==> config.mk <==
export PLATFORM = sky130hd
export DESIGN_NAME = uipt_relay
export DESIGN_NICKNAME = d
export VERILOG_FILES = /design/src/rtl/uipt_pkg.sv /design/src/rtl/uart.sv /design/src/rtl/uipt_relay.sv
export SDC_FILE = /design/constraint.sdc
export NUM_CORES = 2
export LEC_CHECK = 0
export ABC_CLOCK_PERIOD_IN_PS = 9100
export CORE_ASPECT_RATIO = 0.9
export CORE_UTILIZATION = 55
export DETAILED_ROUTE_END_ITERATION = 10
export PLACE_DENSITY = 0.8
export REMOVE_ABC_BUFFERS = 1
export SLEW_MARGIN = 20
export SYNTH_ARGS = -nofsm -noshare
export SYNTH_HDL_FRONTEND = slang
export SYNTH_HIERARCHICAL = 1
export SYNTH_SLANG_ARGS = --single-unit
==> constraint.sdc <==
create_clock -name i_clk -period 9.1 [get_ports i_clk]
set_input_delay 2.73 -clock i_clk [delete_from_list [all_inputs] [get_ports i_clk]]
set_output_delay 2.73 -clock i_clk [all_outputs]
set_load 0.02 [all_outputs]
==> src/rtl/uipt_pkg.sv <==
// Shared types and helpers for the UART store-and-forward relay.
//   state_t      : relay packet FSM (collect bytes / send them back)
//   rx_state_t   : UART receiver frame FSM
//   tx_state_t   : UART transmitter frame FSM
//   clks_per_bit : clock cycles per serial bit (integer division)
package uipt_pkg;

  typedef enum logic {COLLECT = 1'b0, SEND = 1'b1} state_t;

  typedef enum logic [1:0] {RX_IDLE, RX_START, RX_DATA, RX_STOP} rx_state_t;
  typedef enum logic [1:0] {TX_IDLE, TX_START, TX_DATA, TX_STOP} tx_state_t;

  function automatic int clks_per_bit(input int clk_speed, input int baudrate);
    return clk_speed / baudrate;
  endfunction

endpackage

==> src/rtl/uart.sv <==
// Full-duplex UART, LSB first, no parity.
//   i_clk, reset        : clock, async active-high reset
//   i_rx                : serial input (idle high, asynchronous)
//   o_data / o_dvalid   : received byte, 1-cycle valid pulse for good frames
//   i_data / i_tx_enable: byte to send, latched on enable while o_tx_rdy
//   o_tx                : serial output (idle high)
//   o_tx_rdy            : transmitter idle
//   o_tx_done           : 1-cycle pulse after the last stop bit
module uart
  import uipt_pkg::*;
#(
  parameter int clk_speed = 100_000_000,
  parameter int baudrate  = 921_600,
  parameter int D_BITS    = 8,
  parameter int SP_BITS   = 1
) (
  input  logic              i_clk,
  input  logic              reset,
  input  logic              i_rx,
  input  logic [D_BITS-1:0] i_data,
  input  logic              i_tx_enable,
  output logic              o_tx,
  output logic [D_BITS-1:0] o_data,
  output logic              o_dvalid,
  output logic              o_tx_rdy,
  output logic              o_tx_done
);

  localparam int CPB = clks_per_bit(clk_speed, baudrate);
  localparam int CW  = $clog2(CPB);
  localparam int BW  = $clog2((D_BITS > SP_BITS ? D_BITS : SP_BITS) + 1);
  localparam logic [CW-1:0] CNT_LAST  = CW'(CPB - 1);
  localparam logic [CW-1:0] HALF_LAST = CW'(CPB / 2 - 1);
  localparam logic [BW-1:0] DATA_LAST = BW'(D_BITS - 1);
  localparam logic [BW-1:0] STOP_LAST = BW'(SP_BITS - 1);

  // ---------------- receiver ----------------
  logic              rx_m, rx_s, rx_q;
  rx_state_t         rx_st, rx_st_n;
  logic [CW-1:0]     rx_cnt, rx_cnt_n;
  logic [BW-1:0]     rx_bit, rx_bit_n;
  logic [D_BITS-1:0] rx_sh, rx_sh_n;
  logic              rx_err, rx_err_n, dvalid_n;

  assign o_data = rx_sh;

  always_ff @(posedge i_clk or posedge reset) begin
    if (reset) begin
      rx_m     <= 1'b1;
      rx_s     <= 1'b1;
      rx_q     <= 1'b1;
      rx_st    <= RX_IDLE;
      rx_cnt   <= '0;
      rx_bit   <= '0;
      rx_sh    <= '0;
      rx_err   <= 1'b0;
      o_dvalid <= 1'b0;
    end else begin
      rx_m     <= i_rx;
      rx_s     <= rx_m;
      rx_q     <= rx_s;
      rx_st    <= rx_st_n;
      rx_cnt   <= rx_cnt_n;
      rx_bit   <= rx_bit_n;
      rx_sh    <= rx_sh_n;
      rx_err   <= rx_err_n;
      o_dvalid <= dvalid_n;
    end
  end

  always_comb begin
    rx_st_n  = rx_st;
    rx_cnt_n = rx_cnt + 1'b1;
    rx_bit_n = rx_bit;
    rx_sh_n  = rx_sh;
    rx_err_n = rx_err;
    dvalid_n = 1'b0;
    unique case (rx_st)
      RX_IDLE: begin
        rx_cnt_n = '0;
        if (rx_q && !rx_s) rx_st_n = RX_START;
      end
      RX_START: if (rx_cnt == HALF_LAST) begin
        // Mid start bit: a high line means the edge was a glitch.
        rx_cnt_n = '0;
        rx_bit_n = '0;
        rx_err_n = 1'b0;
        rx_st_n  = rx_s ? RX_IDLE : RX_DATA;
      end
      RX_DATA: if (rx_cnt == CNT_LAST) begin
        rx_cnt_n = '0;
        rx_sh_n  = {rx_s, rx_sh[D_BITS-1:1]};
        if (rx_bit == DATA_LAST) begin
          rx_bit_n = '0;
          rx_st_n  = RX_STOP;
        end else begin
          rx_bit_n = rx_bit + 1'b1;
        end
      end
      RX_STOP: if (rx_cnt == CNT_LAST) begin
        rx_cnt_n = '0;
        rx_err_n = rx_err | ~rx_s;
        if (rx_bit == STOP_LAST) begin
          rx_st_n  = RX_IDLE;
          dvalid_n = ~(rx_err | ~rx_s);
        end else begin
          rx_bit_n = rx_bit + 1'b1;
        end
      end
      default: rx_st_n = RX_IDLE;
    endcase
  end

  // ---------------- transmitter ----------------
  tx_state_t         tx_st, tx_st_n;
  logic [CW-1:0]     tx_cnt, tx_cnt_n;
  logic [BW-1:0]     tx_bit, tx_bit_n;
  logic [D_BITS-1:0] tx_sh, tx_sh_n;
  logic              tx_n, done_n;

  assign o_tx_rdy = (tx_st == TX_IDLE);

  always_ff @(posedge i_clk or posedge reset) begin
    if (reset) begin
      tx_st     <= TX_IDLE;
      tx_cnt    <= '0;
      tx_bit    <= '0;
      tx_sh     <= '0;
      o_tx      <= 1'b1;
      o_tx_done <= 1'b0;
    end else begin
      tx_st     <= tx_st_n;
      tx_cnt    <= tx_cnt_n;
      tx_bit    <= tx_bit_n;
      tx_sh     <= tx_sh_n;
      o_tx      <= tx_n;
      o_tx_done <= done_n;
    end
  end

  // o_tx is registered: each state drives the level of the *next* bit on its last cycle.
  always_comb begin
    tx_st_n  = tx_st;
    tx_cnt_n = tx_cnt + 1'b1;
    tx_bit_n = tx_bit;
    tx_sh_n  = tx_sh;
    tx_n     = o_tx;
    done_n   = 1'b0;
    unique case (tx_st)
      TX_IDLE: begin
        tx_cnt_n = '0;
        tx_n     = 1'b1;
        if (i_tx_enable) begin
          tx_sh_n = i_data;
          tx_st_n = TX_START;
          tx_n    = 1'b0;
        end
      end
      TX_START: if (tx_cnt == CNT_LAST) begin
        tx_cnt_n = '0;
        tx_bit_n = '0;
        tx_st_n  = TX_DATA;
        tx_n     = tx_sh[0];
      end
      TX_DATA: if (tx_cnt == CNT_LAST) begin
        tx_cnt_n = '0;
        if (tx_bit == DATA_LAST) begin
          tx_bit_n = '0;
          tx_st_n  = TX_STOP;
          tx_n     = 1'b1;
        end else begin
          tx_bit_n = tx_bit + 1'b1;
          tx_sh_n  = tx_sh >> 1;
          tx_n     = tx_sh[1];
        end
      end
      TX_STOP: if (tx_cnt == CNT_LAST) begin
        tx_cnt_n = '0;
        if (tx_bit == STOP_LAST) begin
          tx_st_n = TX_IDLE;
          done_n  = 1'b1;
        end else begin
          tx_bit_n = tx_bit + 1'b1;
        end
      end
      default: tx_st_n = TX_IDLE;
    endcase
  end

endmodule

==> src/rtl/uipt_relay.sv <==
// UART store-and-forward relay: collects a packet of min(bleng, N) bytes from
// i_rx, then echoes them in arrival order on o_tx. Half duplex per packet.
//   i_clk, reset : clock, async active-high reset
//   bleng        : packet length, sampled at the first byte of each packet
//   i_rx         : serial input (idle high)
//   o_tx         : serial output (idle high)
module uipt_relay
  import uipt_pkg::*;
#(
  parameter int clk_speed = 100_000_000,
  parameter int baudrate  = 921_600,
  parameter int D_BITS    = 8,
  parameter int SP_BITS   = 1,
  parameter int N         = 400
) (
  input  logic        i_clk,
  input  logic        reset,
  input  logic [31:0] bleng,
  input  logic        i_rx,
  output logic        o_tx
);

  localparam int AW = $clog2(N);
  localparam int CW = $clog2(N + 1);   // counters must reach N itself
  localparam logic [CW-1:0] N_CNT = CW'(N);

  logic [D_BITS-1:0] rx_data, tx_data;
  logic              rx_valid, tx_rdy, tx_done, tx_en;

  uart #(
    .clk_speed(clk_speed),
    .baudrate (baudrate),
    .D_BITS   (D_BITS),
    .SP_BITS  (SP_BITS)
  ) u_uart (
    .i_clk      (i_clk),
    .reset      (reset),
    .i_rx       (i_rx),
    .i_data     (tx_data),
    .i_tx_enable(tx_en),
    .o_tx       (o_tx),
    .o_data     (rx_data),
    .o_dvalid   (rx_valid),
    .o_tx_rdy   (tx_rdy),
    .o_tx_done  (tx_done)
  );

  state_t        state, state_n;
  logic [CW-1:0] wr_cnt, wr_cnt_n, rd_cnt, rd_cnt_n, len, len_n, pkt_len;
  logic          rd_vld, rd_vld_n, mem_we;

  // Byte buffer: synchronous write, registered read of mem[rd_cnt].
  logic [D_BITS-1:0] mem [N];

  always_ff @(posedge i_clk) begin
    if (mem_we) mem[wr_cnt[AW-1:0]] <= rx_data;
    tx_data <= mem[rd_cnt[AW-1:0]];
  end

  // Length governing the arriving byte: fresh (clamped) bleng at packet start, else latched.
  assign pkt_len = (wr_cnt != '0) ? len
                 : (bleng > 32'(N)) ? N_CNT : bleng[CW-1:0];

  // tx_data lags rd_cnt by one cycle; hold off issuing on SEND entry and right after each issue.
  assign rd_vld_n = (state == SEND) && (state_n == SEND) && !tx_en;

  always_ff @(posedge i_clk or posedge reset) begin
    if (reset) begin
      state  <= COLLECT;
      wr_cnt <= '0;
      rd_cnt <= '0;
      len    <= '0;
      rd_vld <= 1'b0;
    end else begin
      state  <= state_n;
      wr_cnt <= wr_cnt_n;
      rd_cnt <= rd_cnt_n;
      len    <= len_n;
      rd_vld <= rd_vld_n;
    end
  end

  always_comb begin
    state_n  = state;
    wr_cnt_n = wr_cnt;
    rd_cnt_n = rd_cnt;
    len_n    = len;
    mem_we   = 1'b0;
    tx_en    = 1'b0;
    unique case (state)
      COLLECT: if (rx_valid && pkt_len != '0) begin
        len_n    = pkt_len;
        mem_we   = 1'b1;
        wr_cnt_n = wr_cnt + 1'b1;
        if (wr_cnt + 1'b1 == pkt_len) begin
          state_n  = SEND;
          rd_cnt_n = '0;
        end
      end
      SEND: begin
        // rx_valid is ignored here: bytes arriving while echoing are dropped.
        if (tx_rdy && rd_vld && rd_cnt != len) begin
          tx_en    = 1'b1;
          rd_cnt_n = rd_cnt + 1'b1;
        end else if (tx_done && rd_cnt == len) begin
          state_n  = COLLECT;
          wr_cnt_n = '0;
        end
      end
      default: state_n = COLLECT;
    endcase
  end

endmodule

After elaboration in Yosys (flattened, before gate mapping)

Memory sizes are Yosys's and may differ from the RTL's. A register that Yosys moved wholly into a read port is not among the register bits.
Cells that the tools add are included.
W data, S select, Z words.

Register bits after elaboration: 78
Bits in writable memories: 3200
Input bits: 35
Output and inout port bits: 1
Word-level logic and storage cells: 170
Memories kept: 1

Memory list:

| memory | words | width | read ports | clocked after memory_dff | wr ports | RTL line         | source |
|---|---|---|---|---|---|---|---|
| mem    | 400   | 8     | 1          | 1                        | 1        | uipt_relay.sv:53 | `logic [D_BITS-1:0] mem [N];` |

$add $sub $neg: 6
$lt $le $gt $ge: 1
Equality and inequality tests: 34
Muxes and demuxes: 71
Bitwise operators: 4
Reductions and logical operators: 33

Operator list:

| operator              | count |
|---|---|
| $mux W9               | 8 |
| $mux W4               | 10 |
| $pmux W9 S2           | 2 |
| $gt A32 B9 Y1 const B | 1 |
| $ne A2 B1 Y1 const B  | 14 |
| $mux W2               | 13 |
| $mux W8               | 3 |
| $pmux W4 S3           | 2 |
| $mux W1               | 22 |
| $mux W7               | 3 |
| $pmux W7 S3           | 1 |
| $add A9 B1 Y9 const B | 2 |
| $eq A9 B9 Y1          | 2 |
| $reduce_bool A9 Y1    | 2 |
| $pmux W2 S4           | 2 |
| $pmux W8 S2           | 1 |
| $add A7 B1 Y7 const B | 2 |
| $eq A7 B7 Y1 const B  | 2 |
| $pmux W7 S2           | 1 |
| $ne A2 B2 Y1 const B  | 6 |
| $reduce_and A3 Y1     | 4 |
| $reduce_and A6 Y1     | 2 |
| $reduce_and A5 Y1     | 2 |
| $ne A9 B9 Y1          | 1 |
| 19 further kinds      | 41 |

Depth between registers and ports, before layout

Word-level depth: 9
Depth in mapped cells: 13

Modules after synthesis

The synthesis kept the hierarchy.

Modules (own cells, without submodules):

| module     | times used | cells each | area each (sq um) | seq. area each (sq um) |
|---|---|---|---|---|
| uipt_relay | 1          | 5718       | 126057.1          | 96978.0 |
| uart       | 1          | 228        | 2546.2            | 1231.2 |

Worst setup path before layout

OpenSTA, ideal clock, no wires.

Path type: register -> register
Start: register u_uart.rx_sh[1] (netlist: u_uart/o_data[1])
End: memory mem[0][1], data pin
Library setup time: 1.145 ns
Data arrival time: 4.818 ns
Required time: 7.955 ns
Path slack: 3.137 ns
Stages on the path, launching flop included: 1
Clock period less this slack: 5.963 ns
Cells stage by stage: dfrtp_1

RTL lines:

| element                | RTL line         | source |
|---|---|---|
| from (decl)            | uart.sv:42       | `logic [D_BITS-1:0] rx_sh, rx_sh_n;` |
| from (signal assigned) | uart.sv:65       | `rx_sh <= rx_sh_n;` |
| to (decl)              | uipt_relay.sv:53 |  |

Straight into the memory's write port.

Worst setup path in the final report

Start: input port bleng[15]
End: memory mem[61][0], enable pin

Word-level cells in the longest chain between the ends: 9

Ends and longest elaborated chain:

| element                       | RTL line         | source |
|---|---|---|
| from (decl)                   | uipt_relay.sv:18 | `input logic [31:0] bleng,` |
| $gt A32 B9 Y1                 | uipt_relay.sv:62 | `: (bleng > 32'(N)) ? N_CNT : bleng[CW-1:0];` |
| $mux W9                       | uipt_relay.sv:62 |  |
| $mux W9                       | uipt_relay.sv:61 | `assign pkt_len = (wr_cnt != '0) ? len` |
| $reduce_bool A9 Y1            | uipt_relay.sv:91 | `COLLECT: if (rx_valid && pkt_len != '0) begin` |
| $logic_and A1 B1 Y1           | uipt_relay.sv:91 |  |
| $mux W1                       | uipt_relay.sv:91 |  |
| $mux W1                       | uipt_relay.sv:90 | `unique case (state)` |
| $mux W1                       | uipt_relay.sv:56 | `if (mem_we) mem[wr_cnt[AW-1:0]] <= rx_data;` |
| $mux W1 (not written as such) | uipt_relay.sv:56 |  |

No other way between the ends.

==> flow_metrics.py <==
metrics = {
    "sta": {
        "fin_skew_ns": 0.04332,
        "tns_ns": 0,
        "rsz0062_at_grt": "false",
        "max_freq_mhz": 150.4,
        "post-route-min-period_ns": 6.649,
        "tightest_slew_ns": 1.308,
        "final_max_slew_viol_count": 0,
        "setup_viol_count_final": 0,
        "slew_headroom_pct": 12.58,
        "finalHoldViolCount": 0,
        "min_period_over_period_pct": 73.06,
    },
    "placement": {
        "numPortBuffers": 35,
        "dp_hpwl_um": 205600,
        "dp_cells": 8812,
        "place_congestion": 0.9368,
        "dpl-instance-area_um2": 132300,
    },
    "drt": {
        "via_per_inst": 7.260,
        "wirelength_um": 370900,
        "vias": 68270,
        "wl_per_cell_um": 39.44,
        "detail-route-antenna-nets": 0,
        "route.detailed.drc": 0,
        "firstDrtPassIters": 8,
        "first_iter_violations": 13756,
    },
    "yosys": {
        "netlist_area_um2": 128600,
        "ys_async_sr_fraction_pct": 2.374,
        "yosys-top-cells-count": "3200 x edfxtp_1, 917 x mux4_2, 471 x nor2_1",
        "synth_enable_flop_cells": 3200,
        "synthCells": 5946,
        "yosysWarnings": 6,
        "synthTopCellsByArea": "edfxtp_1 75%, mux4_2 16%, dfrtp_1 1.4%",
        "synth_top_area_cell": "edfxtp_1",
        "synth-main-ff-cell": "edfxtp_1",
        "synth_top_area_share_pct": 74.72,
        "ys_ff_latch": 3286,
        "syn_area_per_cell_um2": 21.63,
        "seq_area_frac_synth_pct": 76.37,
        "ys_types": 86,
        "synth_most_common_cell": "edfxtp_1",
    },
    "worst_setup_path": {
        "crit_type": "primary input to flop",
        "critical_path.endpoint_type": "flop",
        "max_stage_delay_ns": 0.96,
        "r2r_slack_ns": 3.37,
        "cp_max_fo": 16,
        "cp.arrival_ns": 7.21,
        "crit_chain": "clkdlybuf4s50_1 > nor4_1 > nand4_1 > or2_1 > o21bai_1 > a221oi_4 > nor2_2 > nand2_1 > nor2_1",
        "start_kind": "primary input",
        "cp_slowest_cell": "nor2_2",
        "cp.required_ns": 9.66,
    },
    "power_and_ir_drop": {
        "internal-power_mw": 24.04,
        "p_switching_mw": 5.804,
        "total_leakage_power_nw": 53.23,
        "p_sw_share_pct": 19.45,
        "power.density_nw_per_um2": 209.0,
        "ir_worst_vdd_mv": 0.1893,
        "seqPwrFrac_pct": 54.8,
        "clockPowerShare_pct": 44.9,
        "combPwrFrac_pct": 0.3,
    },
    "die": {
        "ioPinCount": 36,
        "initial_core_util_pct": 55.27,
        "chipHeight_um": 460.7,
        "fp-row-count": 168,
        "die_area_um2": 235800,
        "fp.dieW_um": 511.7,
        "core_um2": 232700,
    },
    "global_route": {
        "grt_overflow": 0,
        "antenna_found_initial": 21,
        "grt_pass1_wl_um": 522800,
        "grt_pass1_vias": 66280,
        "grtUsageTotal_pct": 31.74,
        "grt_max_degree": 168,
    },
    "clocking": {
        "htree_levels": 5,
        "postCtsSetupRepairBufs": 0,
        "cts.sinks": 3286,
        "numCtsBuffers": 323,
        "cts_root_buf": "clkbuf_16",
        "cts_tree": "yes",
        "post_cts_resized": 0,
        "path_clk_slew_ns": 0.06,
        "hold_buffers": 0,
        "worstSkewPairLatency_ns": 0.97,
        "clockBufferDepth": 4,
    },
    "finish": {
        "fillCellCount": 14567,
        "nets": 6131,
        "stdcell_area_um2": 142800,
        "final_cells": 9404,
        "syn2layout_area_growth_pct": 11.04,
        "layout-drive-gt1-share_pct": 25.47,
    },
    "worst_hold_path": {
        "holdCritPathClass": "flop to flop",
    },
    "job": {
        "cap_violations": 0,
    },
    "status": {
        "status": "completed",
    },
}
[stage by stage]
stage          total power, mW  setup slack [ns]  util (%)  hold WS [ns]
2_1_floorplan            16.74            -23.18         -        0.3452
3_3_place_gp             16.77             1.774     56.86        0.3539
3_5_place_dp             16.78             1.678     56.87        0.3515
4_1_cts                  29.83             2.658     61.33        0.3632
5_1_grt                  30.36             2.475     61.34        0.3650
6_report                 29.84             2.451     61.37        0.3597
[cells in the final DEF, fill, tap and decap left out, types with 17 or more instances in the layout]
cell type	count
a221oi_1	21
inv_1	30
clkbuf_1	50
nor2b_1	22
nand2_1	183
clkinv_2	50
ha_1	17
mux2i_1	89
mux4_2	917
o21ai_0	50
diode_2	27
a211oi_1	22
dfrtp_1	59
clkinvlp_4	20
a31oi_1	18
edfxtp_1	3200
buf_4	106
a21oi_1	39
clkbuf_16	332
nor2_1	462
xnor2_1	28
bufinv_16	32
clkinv_1	51
clkdlybuf4s50_1	35
a22oi_1	40
nor3_1	29
nand3_1	46
mux2_2	23
buf_12	18
[worst paths after layout]
kind | startpoint | endpoint | depth (start not counted)
setup / recovery | bleng[15] | mem[61][0]$_DFFE_PP_ | 9
hold / removal | u_uart/rx_m$_DFF_PP1_ | u_uart/rx_s$_DFF_PP1_ | 0
setup reg to reg | wr_cnt[6]$_DFFE_PP0P_ | mem[61][0]$_DFFE_PP_ | 9
hold reg to reg | u_uart/rx_m$_DFF_PP1_ | u_uart/rx_s$_DFF_PP1_ | 0
max in group asynchronous | reset | u_uart/o_data[6]$_DFFE_PP0P_ | 3
min in group asynchronous | reset | rd_cnt[5]$_DFFE_PP0P_ | 3
[critical path: cells and delay by family]
family	cells	cell delay [ns]
AO/OA/AOI/OAI	2	0.46
buffers and inverters	1	0.42
AND/OR/NAND/NOR	6	3.57
[cells by family (layout without fill, tap and decap cells)]
kind of cell / Yosys count / in the layout / share of synthesized area, %
AND/OR/NAND/NOR: 872 / 872 / 2.940
adder cells (fa/ha/maj): 17 / 17 / 0.1654
AO/OA/AOI/OAI: 307 / 307 / 1.705
other: 0 / 27 / 0
buffers and inverters: 387 / 758 / 1.503
XOR/XNOR: 39 / 39 / 0.2656
multiplexers: 1038 / 1038 / 17.06
flip-flops: 3286 / 3286 / 76.37
[metal layers]
layer / vias up / share of wire (%) / GRT usage (%)
met2: 7408 / 45 / 46.60
met4: 24 / 6.0 / 15.90
met5: - / 0.075 / 0.4294
li1: 25046 / - / -
met3: 1245 / 16 / 10.11
met1: 34547 / 33 / 43.16
[state kept, by name, summed over array words and instances (netlist names), named ones only]
name and count:
u_uart/rx_m 1, u_uart/tx_st 2, state 1, u_uart/rx_s 1
u_uart/rx_cnt 7, u_uart/tx_cnt 7, rd_cnt 9, rd_vld 1
u_uart/rx_bit 4, u_uart/o_tx_done 1, u_uart/o_tx 1, u_uart/rx_q 1
len 9, u_uart/o_data 8, u_uart/o_dvalid 1, u_uart/rx_st 1
u_uart/tx_bit 4, u_uart/tx_sh 8, u_uart/rx_err 1, mem 3200
tx_data 8, wr_cnt 9
[power by group through the flow]
stage	registers, mW	logic [mW]	clock network [mW]
after detailed placement	16.7	0.0852	0
after global routing	16.4	0.0952	13.9
after CTS	16.4	0.0858	13.4
final	16.4	0.0848	13.4
after floorplan	16.7	0.0541	0
after global placement	16.7	0.0821	0
[area by class of cell]
class	instances	area, um2	share of cell area (%)
Inverter	33	133.9	0.09375
Sequential cell	3286	98260	68.81
Multi-Input combinational cell	2273	28590	20.02
Antenna cell	27	67.56	0.04731
Clock buffer	389	8592	6.017
Tap cell	3060	3829	2.681
Timing Repair Buffer	162	1544	1.081
Clock inverter	174	1777	1.244
Note: power is estimated with default switching activity, not from simulation.
